==> src/rtl/instr_issuer.sv <==
`default_nettype none
// ============================================================================
// Module      : instr_issuer
// Description : Loads a short program of 16-bit instructions and issues them
//               one at a time over a valid/ready handshake, waiting for each
//               32-bit result. Optional macro: ISSUE_OPCODE_CHECK_EN.
// Revision    : 1.0 - initial release
// ============================================================================
module instr_issuer #(
    parameter int unsigned DEPTH   = 8,
    parameter int unsigned AW      = 3,
    parameter int unsigned TIMEOUT = 255,
    parameter int unsigned NUM_OPS = 10
) (
    input  logic          clk,
    input  logic          rst,
    input  logic          ld_en,
    input  logic [15:0]   ld_data,
    input  logic          clr,
    input  logic          start,
    output logic [15:0]   ins,
    output logic          ins_valid,
    input  logic          ins_ready,
    input  logic          res_valid,
    input  logic [31:0]   res_data,
    output logic [31:0]   last_res,
    output logic          busy,
    output logic          done,
    output logic          err,
    output logic [AW:0]   count
);

    typedef enum logic [1:0] {
        S_IDLE  = 2'd0,
        S_ISSUE = 2'd1,
        S_WAIT  = 2'd2,
        S_DONE  = 2'd3
    } state_t;

    localparam logic [AW:0] c_depth    = (AW+1)'(DEPTH);
    localparam logic [7:0]  c_tmo_last = 8'(TIMEOUT - 1);

    state_t         r_state;
    state_t         w_next;
    logic [15:0]    r_buf [DEPTH];
    logic [AW-1:0]  r_ptr;
    logic [AW-1:0]  w_ptr_inc;
    logic [AW:0]    r_count;
    logic [7:0]     r_timer;
    logic [15:0]    r_ins;
    logic           r_ins_valid;
    logic [31:0]    r_last_res;
    logic           r_err;
    logic           w_full;
    logic           w_last;
    logic           w_hs;
    logic           w_timeout;
    logic           w_op_ok;
    logic           w_load;
    logic           w_load_ok;

`ifdef ISSUE_OPCODE_CHECK_EN
    assign w_op_ok = ({28'd0, ld_data[15:12]} < NUM_OPS);
`else
    // Filtering disabled: every opcode is loadable.
    assign w_op_ok = (NUM_OPS >= 0);
`endif

    assign w_full    = (r_count == c_depth);
    assign w_last    = ({1'b0, r_ptr} == (r_count - 1'b1));
    assign w_ptr_inc = r_ptr + 1'b1;
    assign w_hs      = r_ins_valid && ins_ready;
    assign w_timeout = (r_timer == c_tmo_last);
    assign w_load    = (r_state == S_IDLE) && ld_en && !clr && !start;
    assign w_load_ok = w_load && !w_full && w_op_ok;

    always_ff @(posedge clk or negedge rst) begin
        if (!rst) begin
            r_state <= S_IDLE;
        end else begin
            r_state <= w_next;
        end
    end

    always_comb begin
        w_next = r_state;
        case (r_state)
            S_IDLE: begin
                if (!clr && start) begin
                    w_next = (r_count == '0) ? S_DONE : S_ISSUE;
                end
            end
            S_ISSUE: begin
                if (w_hs) begin
                    w_next = S_WAIT;
                end
            end
            S_WAIT: begin
                if (res_valid) begin
                    w_next = w_last ? S_DONE : S_ISSUE;
                end else if (w_timeout) begin
                    w_next = S_IDLE;
                end
            end
            S_DONE:  w_next = S_IDLE;
            default: w_next = S_IDLE;
        endcase
    end

    always_ff @(posedge clk or negedge rst) begin
        if (!rst) begin
            r_count     <= '0;
            r_ptr       <= '0;
            r_ins       <= '0;
            r_ins_valid <= 1'b0;
            r_last_res  <= '0;
            r_err       <= 1'b0;
            r_timer     <= '0;
        end else begin
            case (r_state)
                S_IDLE: begin
                    if (clr) begin
                        r_count <= '0;
                        r_err   <= 1'b0;
                    end else if (start) begin
                        r_ptr <= '0;
                        if (r_count != '0) begin
                            r_ins       <= r_buf[0];
                            r_ins_valid <= 1'b1;
                        end
                    end else if (ld_en) begin
                        if (w_full || !w_op_ok) begin
                            r_err <= 1'b1;
                        end else begin
                            r_count <= r_count + 1'b1;
                        end
                    end
                end
                S_ISSUE: begin
                    if (w_hs) begin
                        r_ins_valid <= 1'b0;
                        r_timer     <= '0;
                    end
                end
                S_WAIT: begin
                    if (res_valid) begin
                        r_last_res <= res_data;
                        if (w_last) begin
                            r_ptr <= '0;
                        end else begin
                            r_ptr       <= w_ptr_inc;
                            r_ins       <= r_buf[w_ptr_inc];
                            r_ins_valid <= 1'b1;
                        end
                    end else if (w_timeout) begin
                        // Abort: result never came back, flag and return home.
                        r_err <= 1'b1;
                        r_ptr <= '0;
                    end else begin
                        r_timer <= r_timer + 1'b1;
                    end
                end
                S_DONE: begin
                    r_ptr <= '0;
                end
                default: begin
                    r_ptr <= '0;
                end
            endcase
        end
    end

    // Program storage is deliberately not reset.
    always_ff @(posedge clk) begin
        if (w_load_ok) begin
            r_buf[r_count[AW-1:0]] <= ld_data;
        end
    end

    assign ins       = r_ins;
    assign ins_valid = r_ins_valid;
    assign last_res  = r_last_res;
    assign err       = r_err;
    assign count     = r_count;
    assign busy      = (r_state != S_IDLE);
    assign done      = (r_state == S_DONE);

endmodule
`default_nettype wire

==> config.mk <==
export PLATFORM = sky130hd
export DESIGN_NAME = instr_issuer
export DESIGN_NICKNAME = d
export VERILOG_FILES = /design/src/rtl/instr_issuer.sv
export SDC_FILE = /design/constraint.sdc
export NUM_CORES = 1
export LEC_CHECK = 0
export CAP_MARGIN = 20
export CORE_MARGIN = 3
export CORE_UTILIZATION = 55
export CTS_BUF_LIST = sky130_fd_sc_hd__clkbuf_8
export DETAILED_ROUTE_END_ITERATION = 8
export PLACE_DENSITY = 0.82
export RECOVER_POWER = 25
export SYNTH_ARGS = -nofsm -noshare
export SYNTH_HDL_FRONTEND = slang
export SYNTH_SLANG_ARGS = --single-unit
==> constraint.sdc <==
create_clock -name clk -period 3.3 [get_ports clk]
set_input_delay 0.99 -clock clk [delete_from_list [all_inputs] [get_ports clk]]
set_output_delay 0.99 -clock clk [all_outputs]
set_load 0.05 [all_outputs]
==> results.ini, run 1 <==
[pwr]
power.density_mw_per_mm2=867
p_leak_nw=3.64
vdd.ir_drop.worst_uv=455

[floorplan]
die_h_microns=126
start_util_pct=56.9
fp.dieW_microns=126
core_sq_mm=0.0140
io_pins=111
rows=43
die-area_sq_mm=0.0160

[run_status]
violations=capacitance limit, slew limit
status=complete, but fails checks

[clocking]
cts_setup_buffers=0
clock-root-buffer=clkbuf_8
cts_sinks=195
cts_tree=yes
clk_latency_ns=0.46
h-tree-depth=4
hold_buffers=0
clkTransAtPathRegs_ns=0.09
numCtsBuffers=17
clockBufferDepth=2

[synthesis]
ys_warn_count=0
synthTopCellsByArea=edfxtp_1 (48%), dfrtp_1 (21%), mux4_2 (9.0%)
netlist_top_cells_count=edfxtp_1 (128), nand2_1 (126), dfrtp_1 (67)
yosysUniqueCellTypes=44
syn_area_per_cell_sq_um=14.9
ys_seq_area_share_pct=69.1
synth_area_leader_cell=edfxtp_1
synth_cells=536
yosysTopAreaCellShare_pct=48.1
synth_edf_count=128
synth_fp_nets=596
synth_most_common_cell=edfxtp_1
synthArstFlopShare_pct=34.4
synth_ff_type=edfxtp_1
ys_ff_latch=195
synth_area_sq_mm=0.00798

[setup_path]
timing_worst_setup_path_type=flop to output pin
max_stage_delay_ns=0.82
rr_startpoint=count[1]
arrival_ns=2.04
critPathLaunchType=flop
regToRegSetupSlack_ns=0.76
r2r_cells=7
r2r-end=ins[9]
worstSetupEndpointType=output pin
crit_slowest_cell=clkdlybuf4s50_1
crit_required_ns=2.31
crit_chain=inv_1, nor2_1, clkdlybuf4s50_1
crit_start=r_state[1]
crit_fanout=13

[route]
via_per_inst=5.70
drt-pass1-iter-count=5
drt_iter0_drc=531
drt_wl_total_mm=16.3
drc=0
ant_nets=0
wl_per_cell_microns=19.2
vias=4849

[sta]
worstMarginPinSlew_ns=1.61
maxSlewViolCount=30
hold_viol=0
period_minus_slack_ns=3.03
setup_violations=0
whs_ns=0.482
rsz0062_at_grt=no
relSlewSlack_pct=-7.61
fmax_mhz=329
setup_tns_ns=0
fin_crit_sh_pct=92.0
finClkSkew_ns=0.0121
layout_setup_ws_ns=0.265

[cells_and_area]
ff_latch_area_sq_mm=0.00552
drive_above_1_share_pct=15.1
multi_input_area_sq_mm=0.00233
design_area_sq_mm=0.00970
fill_cells=938
antenna_cells=0
nets=717
area_delta_synth_final_pct=21.5

[global_route]
grtUsageTotal_pct=21.4
first_global_vias=4915
gr-total-overflow=0
antenna_found_initial=0
grt_max_degree=40
grt_pass1_wl_mm=26.2

[min_path]
min_path_cells=2
holdPathEnd=last_res[31]
worstHoldStart=last_res[31]
min_path_type=flop to flop

[placement]
dpl-instance-area_sq_mm=0.00936
pre_cts_slack_ns=0.277
place.gp.congestion=0.898
port_buffers=110
hpwl_mm=11.0

[flow_run]
cap_violations=1

-- critical path: cells and delay by family (launching register included) --
kind / cells / cell delay [ns]
buffers and inverters: 2 / 0.89
and+or+nand+nor: 1 / 0.12
DFF: 1 / 0.58
-- flip-flops by register name (all words and copies together) (netlist names) --
name	count
count	4
err	1
ins	16
ins_valid	1
last_res	32
r_buf	128
r_ptr	3
r_state	2
r_timer	8
-- through the flow --
step,cells,utilization (%),total power [mW]
final,850,69.1,8.42
after global routing,850,69.1,8.86
after CTS,850,69.2,8.49
after detailed placement,818,66.6,7.07
after global placement,818,66.6,7.00
after floorplan,536,-,5.90
-- power breakdown --
group | total, mW | internal, mW | switching [mW]
Sequential | 3.28 | 2.99 | 0.291
Combinational | 3.72 | 1.46 | 2.26
Clock | 1.42 | 0.600 | 0.824
Total | 8.42 | 5.04 | 3.37
-- cell type report --
cell class / instances / area share [%]
Clock buffer: 17 / 2.41
Clock inverter: 15 / 1.32
Inverter: 9 / 0.348
Multi-Input combinational cell: 307 / 24.0
Sequential cell: 195 / 56.9
Tap cell: 180 / 2.32
Timing Repair Buffer: 127 / 12.7
-- layout by cell type, fill, tap and decap left out, types with 3 or more instances in the layout --
| cell type | count |
|---|---|
| mux4_2 | 32 |
| nand4_1 | 4 |
| buf_4 | 15 |
| ha_1 | 5 |
| a21oi_1 | 9 |
| clkdlybuf4s50_1 | 100 |
| nand2b_1 | 4 |
| inv_6 | 4 |
| nor2_1 | 19 |
| xnor2_1 | 4 |
| xor2_1 | 3 |
| clkinvlp_4 | 4 |
| inv_1 | 9 |
| mux2_4 | 9 |
| nand2_1 | 126 |
| o21ai_0 | 24 |
| clkbuf_8 | 17 |
| clkinv_1 | 3 |
| a31oi_1 | 3 |
| dlygate4sd3_1 | 8 |
| edfxtp_1 | 128 |
| nand3_1 | 10 |
| mux2_2 | 4 |
| mux2i_1 | 17 |
| dfrtp_1 | 66 |
| mux2_1 | 3 |
-- worst max path at each step --
stage / endpoint / slack [ns]
final: done / 0.27
after global routing: done / 0.13
after CTS: busy / 0.12
after detailed placement: r_buf[2][0] / 0.28
after global placement: r_buf[0][0] / 0.36
after floorplan: r_buf[7][0] / 0.39
-- per-layer routing --
layer / routed length [microns] / GRT usage (%) / part of all wire, % / vias up
met4: 282 / 7.76 / 1.7 / 0
met3: 1500 / 5.64 / 9.2 / 28
met5: 0 / 0 / 0 / -
met2: 7590 / 32.3 / 47 / 241
li1: - / - / - / 2199
met1: 6930 / 30.5 / 42 / 2381
-- logic make-up after synthesis --
logic type | count (synthesis) | share of synthesized area (%)
flip-flops | 195 | 69.1
AND/OR/NAND/NOR | 179 | 9.45
multiplexers | 65 | 13.8
AO/OA/AOI/OAI | 50 | 3.95
buffers and inverters | 34 | 1.86
XOR/XNOR | 8 | 0.972
adder cells (fa/ha/maj) | 5 | 0.784
-- what timing repair did --
action                                  4_1_cts  5_1_grt
endpoints found under the setup margin        0        1
hold endpoints to repair                      0        0
resized for setup                             0        1
No activity file was read; power rests on OpenSTA's default activity.
==> inputs of run 2 (changes only) <==
Settings changed: CORE_UTILIZATION 55 to 50, PLACE_DENSITY 0.82 to 0.76.
==> run 2 against run 1 <==
The run still ends with capacitance limit, slew limit left. Sequential cell count is the same. Clock skew grew 0.0017 ns. Non-clock buffer count unchanged. Hold slack improved by 0.0048 ns. Combinational power hardly changed. Design area grew 1.4%. Clock power is 4% higher. Utilization fell by 5.3 points. Register-to-register slack hardly changed. First-iteration DRC count is 42% lower. Die area rose by 9.5%. Highest routed layer unchanged.
==> results.ini, run 2 (synthesized netlist as in run 1, its figures left out) <==
[run_status]
status=complete, but fails checks  ; unchanged
violations=capacitance limit, slew limit  ; unchanged

[pwr]
p_leak_nw=3.67  ; was 3.64 nW
share_seq_of_total_power_pct=38.7  ; was 38.9%
report.power.total_mw=8.50  ; was 8.42 mW
sw_frac_of_total_pct=41.0  ; was 40.1%
power_frac_clock_pct=17.3  ; was 16.9%
cellInternalPower_mw=5.01  ; was 5.04 mW
vdd.ir_drop.worst_uv=475  ; was 455 uV
p_comb_share_pct=44.1  ; about the same
switchingPower_mw=3.48  ; was 3.37 mW
power.density_mw_per_mm2=864  ; was 867 mW/mm^2

[route]
wl_per_cell_microns=19.0  ; was 19.2 microns
drt_iter0_drc=309  ; was 531
drt-pass1-iter-count=4  ; was 5
via_per_inst=5.42  ; was 5.70
drt_wl_total_mm=16.7  ; was 16.3 mm
drc=0  ; unchanged
ant_nets=0  ; unchanged
vias=4779  ; was 4849

[setup_path]
rr_startpoint=count[1]  ; unchanged
r2r-end=ins[9]  ; unchanged
crit_required_ns=2.31  ; about the same
crit_fanout=13  ; unchanged
worstSetupEndpointType=output pin  ; unchanged
r2r_cells=7  ; unchanged
arrival_ns=2.17  ; was 2.04 ns
crit_start=r_state[1]  ; unchanged
regToRegSetupSlack_ns=0.77  ; was 0.76 ns
critPathLaunchType=flop  ; unchanged
timing_worst_setup_path_type=flop to output pin  ; unchanged

[min_path]
holdPathEnd=last_res[0]  ; was last_res[31]
worstHoldStart=last_res[0]  ; was last_res[31]
min_path_type=flop to flop  ; unchanged
min_path_cells=2  ; unchanged

[flow_run]
cap_violations=1  ; unchanged

[placement]
port_buffers=110  ; unchanged
place.gp.congestion=0.855  ; was 0.898
hpwl_mm=11.3  ; was 11.0 mm

[cells_and_area]
fill_cells=1137  ; was 938
mostFrequentLayoutCells=edfxtp_1 (128), nand2_1 (126), clkdlybuf4s50_1 (101), dfrtp_1 (66), mux4_2 (32)  ; was edfxtp_1 (128), nand2_1 (126), clkdlybuf4s50_1 (100), dfrtp_1 (66), mux4_2 (32)
area_delta_synth_final_pct=23.2  ; was 21.5%
nets=717  ; unchanged
antenna_cells=0  ; unchanged
layout_commonest_cell=edfxtp_1  ; unchanged
largest_register_ffs=128  ; unchanged
drive_above_1_share_pct=15.5  ; was 15.1%

[floorplan]
die-area_sq_mm=0.0175  ; was 0.0160 sq mm
core_sq_mm=0.0154  ; was 0.0140 sq mm
io_pins=111  ; unchanged
fp.dieW_microns=132  ; was 126 microns
start_util_pct=51.8  ; was 56.9%
rows=45  ; was 43
die_h_microns=132  ; was 126 microns

[global_route]
grtUsageTotal_pct=19.8  ; was 21.4%
antenna_found_initial=0  ; unchanged
grt_pass1_wl_mm=26.8  ; was 26.2 mm
gr-total-overflow=0  ; unchanged
first_global_vias=4933  ; was 4915
grt_max_degree=39  ; was 40

[sta]
fmax_mhz=317  ; was 329 MHz
fin_crit_sh_pct=95.7  ; was 92.0%
hold_viol=0  ; unchanged
setup_tns_ns=0  ; unchanged
period_minus_slack_ns=3.16  ; was 3.03 ns
finClkSkew_ns=0.0138  ; was 0.0121 ns
maxSlewViolCount=31  ; was 30
rsz0062_at_grt=no  ; unchanged
relSlewSlack_pct=-15.0  ; was -7.61%
worstMarginPinSlew_ns=1.73  ; was 1.61 ns
setup_violations=0  ; unchanged

[clocking]
clock-root-buffer=clkbuf_8  ; unchanged
clockBufferDepth=2  ; unchanged
cts_sinks=195  ; unchanged
hold_buffers=0  ; unchanged
numCtsBuffers=17  ; unchanged
clkTransAtPathRegs_ns=0.10  ; was 0.09 ns
cts_tree=yes  ; unchanged
h-tree-depth=4  ; unchanged
post_cts_resized=0  ; unchanged
clk_latency_ns=0.46  ; about the same
cts_setup_buffers=0  ; unchanged

[run 2: cell types whose count changed in the layout (fill, tap and decap cells not counted)]
cell             before  now
clkinv_8              0    4
buf_4                15   10
clkinv_4              0    4
buf_12                1    6
clkdlybuf4s50_1     100  101
inv_8                 1    2
bufinv_16             1    0
dlymetal6s2s_1        1    0
clkinvlp_4            4    0
clkinv_2              2    1
clkinv_1              3    0
[run 2: worst max-delay path, stage by stage (launching register included)]
cell and delay, ns:
dfrtp_1 0.59, nor2_1 0.16, inv_1 0.14, clkdlybuf4s50_1 0.82
[run 2: power by group through the flow]
stage          registers, mW  clock network [mW]  logic [mW]
6_report                3.28                1.47        3.74
5_1_grt                 3.33                1.62        3.98
4_1_cts                 3.28                1.52        3.78
3_5_place_dp            3.33                   0        3.77
3_3_place_gp            3.32                   0        3.70
2_1_floorplan           4.29                   0        1.61
[run 2: layout make-up]
class / instances / area [sq um] / area share (%)
Tap cell: 211 / 264 / 2.68
Sequential cell: 195 / 5520 / 56.1
Clock inverter: 15 / 163 / 1.65
Clock buffer: 17 / 234 / 2.38
Inverter: 9 / 33.8 / 0.343
Multi-Input combinational cell: 307 / 2330 / 23.7
Timing Repair Buffer: 127 / 1290 / 13.2
[run 2: how the worst max path moves through the flow]
stage / cells past startpoint / endpoint
final: 3 / busy
after global routing: 3 / busy
after CTS: 3 / busy
after detailed placement: 6 / r_buf[1][12]
after global placement: 6 / r_buf[1][13]
after floorplan: 4 / r_buf[7][0]
[run 2: layer usage]
| metal | vias up | part of all wire [%] | GRT usage [%] |
|---|---|---|---|
| li1 | 2200 | - | - |
| met1 | 2380 | 45 | 27.9 |
| met2 | 180 | 47 | 30.5 |
| met3 | 19 | 6.9 | 5.88 |
| met4 | 0 | 1.1 | 5.25 |
| met5 | - | 0 | 0 |
[run 2: metrics by stage]
step	util [%]	instances	hold slack, ns	cell area, sq um	setup slack (ns)
after CTS	63.9	881	0.488	9850	0.110
after floorplan	-	536	0.503	7990	0.388
final	63.8	881	0.487	9840	0.142
after detailed placement	61.3	849	0.466	9460	0.314
after global placement	61.3	849	0.464	9460	0.328
after global routing	63.8	881	0.502	9840	0.00552
